`src/rtl/rr_arbiter_2to4_pkg.sv`:
```
// rr_arbiter_2to4_pkg
// Shared definitions for the four-requester round-robin arbiter:
//   - state_e       : arbiter FSM encoding (ST_IDLE = 0, ST_GRANT = 1)
//   - NUM_REQ       : number of requesters
//   - DEFAULT_TIMEOUT : default maximum grant length (cycles)
//   - rr_pick()     : rotating priority scan starting at a pointer
// Optional feature macro used by the arbiter: ARB_TIMEOUT_EN.
package rr_arbiter_2to4_pkg;

    localparam int unsigned NUM_REQ         = 4;
    localparam int unsigned DEFAULT_TIMEOUT = 16;

    typedef enum logic {
        ST_IDLE  = 1'b0,
        ST_GRANT = 1'b1
    } state_e;

    // First set bit of req scanning ptr, ptr+1, ... (mod 4). Scanning the
    // offsets from farthest to nearest lets the nearest hit win.
    function automatic logic [1:0] rr_pick(input logic [NUM_REQ-1:0] req,
                                           input logic [1:0]         ptr);
        logic [1:0] idx;
        logic [1:0] pick;
        pick = ptr;
        for (int k = NUM_REQ - 1; k >= 0; k--) begin
            idx = ptr + 2'(k);
            if (req[idx]) begin
                pick = idx;
            end
        end
        return pick;
    endfunction

endpackage

```
`src/rtl/grant_dec_2to4.sv`:
```
// grant_dec_2to4
// Purely combinational 2-to-4 decode of the arbiter's registered select and
// enable into a one-hot grant vector.
// Ports:
//   i   in  2 : owner index (decoder select)
//   en  in  1 : grant valid (decoder enable)
//   y   out 4 : one-hot grant, en ? (1 << i) : 4'b0000
module grant_dec_2to4
    import rr_arbiter_2to4_pkg::*;
(
    input  logic [1:0]         i,
    input  logic               en,
    output logic [NUM_REQ-1:0] y
);

    always_comb begin
        y = '0;
        if (en) begin
            y[i] = 1'b1;
        end
    end

endmodule

```
`src/rtl/rr_arbiter_2to4.sv`:
```
// rr_arbiter_2to4
// Round-robin arbiter sharing one resource among four requesters. A grant is
// held until the owner drops its request; one dead IDLE cycle separates
// consecutive grants, and the rotation pointer moves past each owner on
// release so every requester is eventually served.
// Optional feature: define ARB_TIMEOUT_EN to bound each grant to
// TIMEOUT_CYCLES cycles; a forced release pulses tmo for one cycle.
// Ports:
//   clk   in  1 : clock, rising edge
//   rst   in  1 : asynchronous active-high reset
//   req   in  4 : per-requester request, held high while owned
//   i     out 2 : registered owner index (valid only with en)
//   en    out 1 : registered grant valid
//   y     out 4 : one-hot grant decoded from i/en (no path from req)
//   busy  out 1 : high while in GRANT
//   tmo   out 1 : one-cycle forced-release pulse (0 without ARB_TIMEOUT_EN)
module rr_arbiter_2to4
    import rr_arbiter_2to4_pkg::*;
#(
    parameter int unsigned TIMEOUT_CYCLES = DEFAULT_TIMEOUT
) (
    input  logic               clk,
    input  logic               rst,
    input  logic [NUM_REQ-1:0] req,
    output logic [1:0]         i,
    output logic               en,
    output logic [NUM_REQ-1:0] y,
    output logic               busy,
    output logic               tmo
);

    state_e     state_q, state_d;
    logic [1:0] i_q, i_d;
    logic [1:0] ptr_q, ptr_d;

`ifdef ARB_TIMEOUT_EN
    localparam logic [7:0] TmoLast = 8'(TIMEOUT_CYCLES - 1);

    logic [7:0] cnt_q, cnt_d;
    logic       tmo_q, tmo_d;
`else
    // Parameter is deliberately ignored in this build.
    logic unused_timeout;
    assign unused_timeout = ^TIMEOUT_CYCLES;
`endif

    always_comb begin
        state_d = state_q;
        i_d     = i_q;
        ptr_d   = ptr_q;
`ifdef ARB_TIMEOUT_EN
        tmo_d   = 1'b0;
`endif
        unique case (state_q)
            ST_IDLE: begin
                if (|req) begin
                    i_d     = rr_pick(req, ptr_q);
                    state_d = ST_GRANT;
                end
            end
            ST_GRANT: begin
                // Voluntary release wins over a timeout in the same cycle.
                if (!req[i_q]) begin
                    state_d = ST_IDLE;
                    ptr_d   = i_q + 2'd1;
                end
`ifdef ARB_TIMEOUT_EN
                else if (cnt_q == TmoLast) begin
                    state_d = ST_IDLE;
                    ptr_d   = i_q + 2'd1;
                    tmo_d   = 1'b1;
                end
`endif
            end
            default: begin
                state_d = ST_IDLE;
            end
        endcase
    end

`ifdef ARB_TIMEOUT_EN
    // Counts completed GRANT cycles; restarts at 0 on every new grant.
    always_comb begin
        cnt_d = 8'd0;
        if (state_q == ST_GRANT && state_d == ST_GRANT) begin
            cnt_d = cnt_q + 8'd1;
        end
    end
`endif

    always_ff @(posedge clk or posedge rst) begin
        if (rst) begin
            state_q <= ST_IDLE;
            i_q     <= 2'd0;
            ptr_q   <= 2'd0;
`ifdef ARB_TIMEOUT_EN
            cnt_q   <= 8'd0;
            tmo_q   <= 1'b0;
`endif
        end else begin
            state_q <= state_d;
            i_q     <= i_d;
            ptr_q   <= ptr_d;
`ifdef ARB_TIMEOUT_EN
            cnt_q   <= cnt_d;
            tmo_q   <= tmo_d;
`endif
        end
    end

    assign i    = i_q;
    assign en   = (state_q == ST_GRANT);
    assign busy = (state_q == ST_GRANT);

`ifdef ARB_TIMEOUT_EN
    assign tmo = tmo_q;
`else
    assign tmo = 1'b0;
`endif

    grant_dec_2to4 u_dec (
        .i  (i_q),
        .en (en),
        .y  (y)
    );

endmodule

```
`config.mk`:
```
export PLATFORM = sky130hd
export DESIGN_NAME = rr_arbiter_2to4
export DESIGN_NICKNAME = d
export VERILOG_FILES = /design/src/rtl/rr_arbiter_2to4_pkg.sv /design/src/rtl/grant_dec_2to4.sv /design/src/rtl/rr_arbiter_2to4.sv
export SDC_FILE = /design/constraint.sdc
export NUM_CORES = 1
export LEC_CHECK = 0
export CAP_MARGIN = 5
export CORE_AREA = 4 4 41 43
export CTS_CLUSTER_DIAMETER = 200
export DETAILED_ROUTE_END_ITERATION = 16
export DIE_AREA = 0 0 45 47
export SLEW_MARGIN = 10
export SYNTH_ARGS = -nofsm -noshare
export SYNTH_HDL_FRONTEND = slang
export SYNTH_SLANG_ARGS = --single-unit
export TNS_END_PERCENT = 50
```
`constraint.sdc`:
```
create_clock -name clk -period 2.2 [get_ports clk]
set_clock_uncertainty 0.05 [all_clocks]
set_input_delay 0.44 -clock clk [delete_from_list [all_inputs] [get_ports clk]]
set_output_delay 0.44 -clock clk [all_outputs]
set_load 0.02 [all_outputs]
```
==> run metrics <==
outcome=completed; drt initial violations=4; Fin Setup TNS=0 ns; layout net count=76; Critical R2R Capture=ptr_q[1]; Final Setup Violations=0; clk sink count=5; met2 routed WL=395 um; Vias=381; Synth Net Count=56; PwrDens=1310 mW/mm^2; Reg-to-Reg Start=i[1]; Cell Rows=13; vias in the first global route=329; setup slack, reg-to-reg=0.60 ns; Mapped Cells=46; first-pass GRT wire length=1360 um; Post-Route WL=848 um; crit path launch type=flop; placer congestion estimate=0.730; clk_lat worst skew=0.23 ns; RSZ-0062 raised after global routing=false; CTS Buffer Depth=2; Yosys reg bits=5; Worst EP required=1.71 ns; CTS clk-pin slew, worst paths=0.04 ns; P_leak=0.327 nW; cell accounting for the most synthesized area=dfrtp_1; die width=45 um; CTS buffer count=3; post-route minimum period=2.05 ns; Worst Reg2Reg Path Length in Cells=3; Reg area=126 sq um; IR drop worst, VDD=0.575 mV; Placement Cell Area=584 sq um; CTS tree=done; Die Area=0.00212 sq mm; critical path endpoint category=output pin; clock root buffer=clkbuf_4; CP peak stage delay=0.60 ns; Worst Path Arrival=1.56 ns; Die H=47 um; # hold bufs at CTS=0; metal1 wirelength=392 um; IO buf count=13; synth top area cells=dfrtp_1, ha_1, and2_1; syn_area_per_cell=9.14 sq um; critical-path cell list=ha_1 > and2_1 > clkdlybuf4s50_1; Initial Util=32.3%; met3 wire len=49 um; crit path max fanout=5; fmax=0.489 GHz; wire per inst=10.6 um; worst setup path class=flop to output pin; Tcrit/Tclk final=93.0%; max layer used=met4; post-synth top area share=29.8%; antenna violations before repair=0; synth warn=0; Seq/Total Area, Yosys=29.8%; vias per cell=4.76; number of diodes=0; fin. max-slew vios=0; Post-Syn Area=420 sq um; DP HPWL=706 um; H-tree depth=1; Total GRT Usage=9.16%; largest net degree at the start of global routing=10; IO Count=15; gr ovfl total=0; Worst Hold Class=primary input to asynchronous set/reset pin; Max-cap violations=0; layout cells sized above 1=18.5%; area grow syn2layout=47.3%; Synth cell types=24; final hold violations=0; drt drc=0; FILL cells=138; DR pass1 iterations=4; Post-DRT Antenna Nets=0; slowest library cell on the worst path=clkdlybuf4s50_1; area of the multi-input gates=265 sq um; design area=619 sq um; total core area=0.00130 sq mm
worst max-delay path by stage:
| stage | from | endpoint |
|---|---|---|
| detailed placement | req[1] | ptr_q[1] |
| finish | i[1] | y[3] |
| floorplan | i[1] | ptr_q[1] |
| CTS | i[0] | y[2] |
| global route | i[1] | y[3] |
| global placement | req[0] | ptr_q[1] |
final cells by class:
class                           instances  area share [%]
Sequential cell                         5            20.4
Clock buffer                            4            4.24
Inverter                                4            2.42
Multi-Input combinational cell         35            42.8
Timing Repair Buffer                   17            27.1
Tap cell                               15            3.03
cells in the final DEF, fill, tap and decap left out, drive strengths merged:
cell and instances:
clkdlybuf4s50 10, dfrtp 5, inv 4, a21oi 4, and2 4, ha 4, buf 4, clkbuf 4
nor2 3, nand2 3, dlymetal6s2s 3, o21ai 2, nor3b 1, o22a 1, o22ai 1, nor4 1
mux2i 1, mux4 1, nand2b 1, o21bai 1, or2b 1, nor2b 1, o211ai 1, a31oi 1
a21o 1, mux2 1, conb 1
cell families (layout without fill, tap and decap cells):
kind of cell	Yosys count	after routing	share of synthesized area (%)
buffers and inverters	6	25	7.14
and+or+nand+nor	15	15	21.1
muxes	3	3	11.3
adders and majority gates	4	4	11.9
other	1	1	0.892
AOI/OAI and AO/OA	12	12	17.9
DFF	5	5	29.8
power by group:
group,switching [mW],internal [mW]
clock network,0.0325,0.0682
registers,0.0830,0.143
logic,0.221,0.262
cell usage after synthesis (all sizes together):
master / count
a21o: 1
a21oi: 4
a31oi: 1
and2: 4
buf: 2
conb: 1
dfrtp: 5
ha: 4
inv: 4
mux2: 1
mux2i: 1
mux4: 1
nand2: 3
nand2b: 1
nor2: 3
nor2b: 1
nor3b: 1
nor4: 1
o211ai: 1
o21ai: 2
o21bai: 1
o22a: 1
o22ai: 1
or2b: 1
flip-flops by register name, summed over array words and instances (netlist names):
register and cells:
i 2, ptr_q 2, busy 1
per-stage QoR:
step           utilization, %  hold slack (ns)  instances  total power [mW]  worst slack [ns]
6_report                 47.6            0.357         80             0.810             0.154
4_1_cts                  46.9            0.355         80             0.829            0.0371
3_5_place_dp             44.9            0.498         76             0.726             0.217
2_1_floorplan               -            0.169         46             0.528             0.530
3_3_place_gp             44.9            0.496         76             0.722             0.241
5_1_grt                  47.6            0.380         80             0.882            0.0814
worst max-delay path, delay by kind of cell (launching register included):
kind          cells  cell delay (ns)
buf+inv           1             0.60
flops             1             0.44
simple gates      1             0.11
fa+ha+maj         1             0.17
layer usage:
layer | vias up | GRT usage, %
li1 | 194 | -
met1 | 176 | 11.2
met2 | 9 | 13.8
met3 | 2 | 2.30
met4 | 0 | 7.02
met5 | - | 0
timing repair:
action                     in CTS  in global routing
buffers inserted                0                  0
resized for setup               0                  4
setup endpoints to repair       0                  3
No activity file was read; power rests on OpenSTA's default activity.
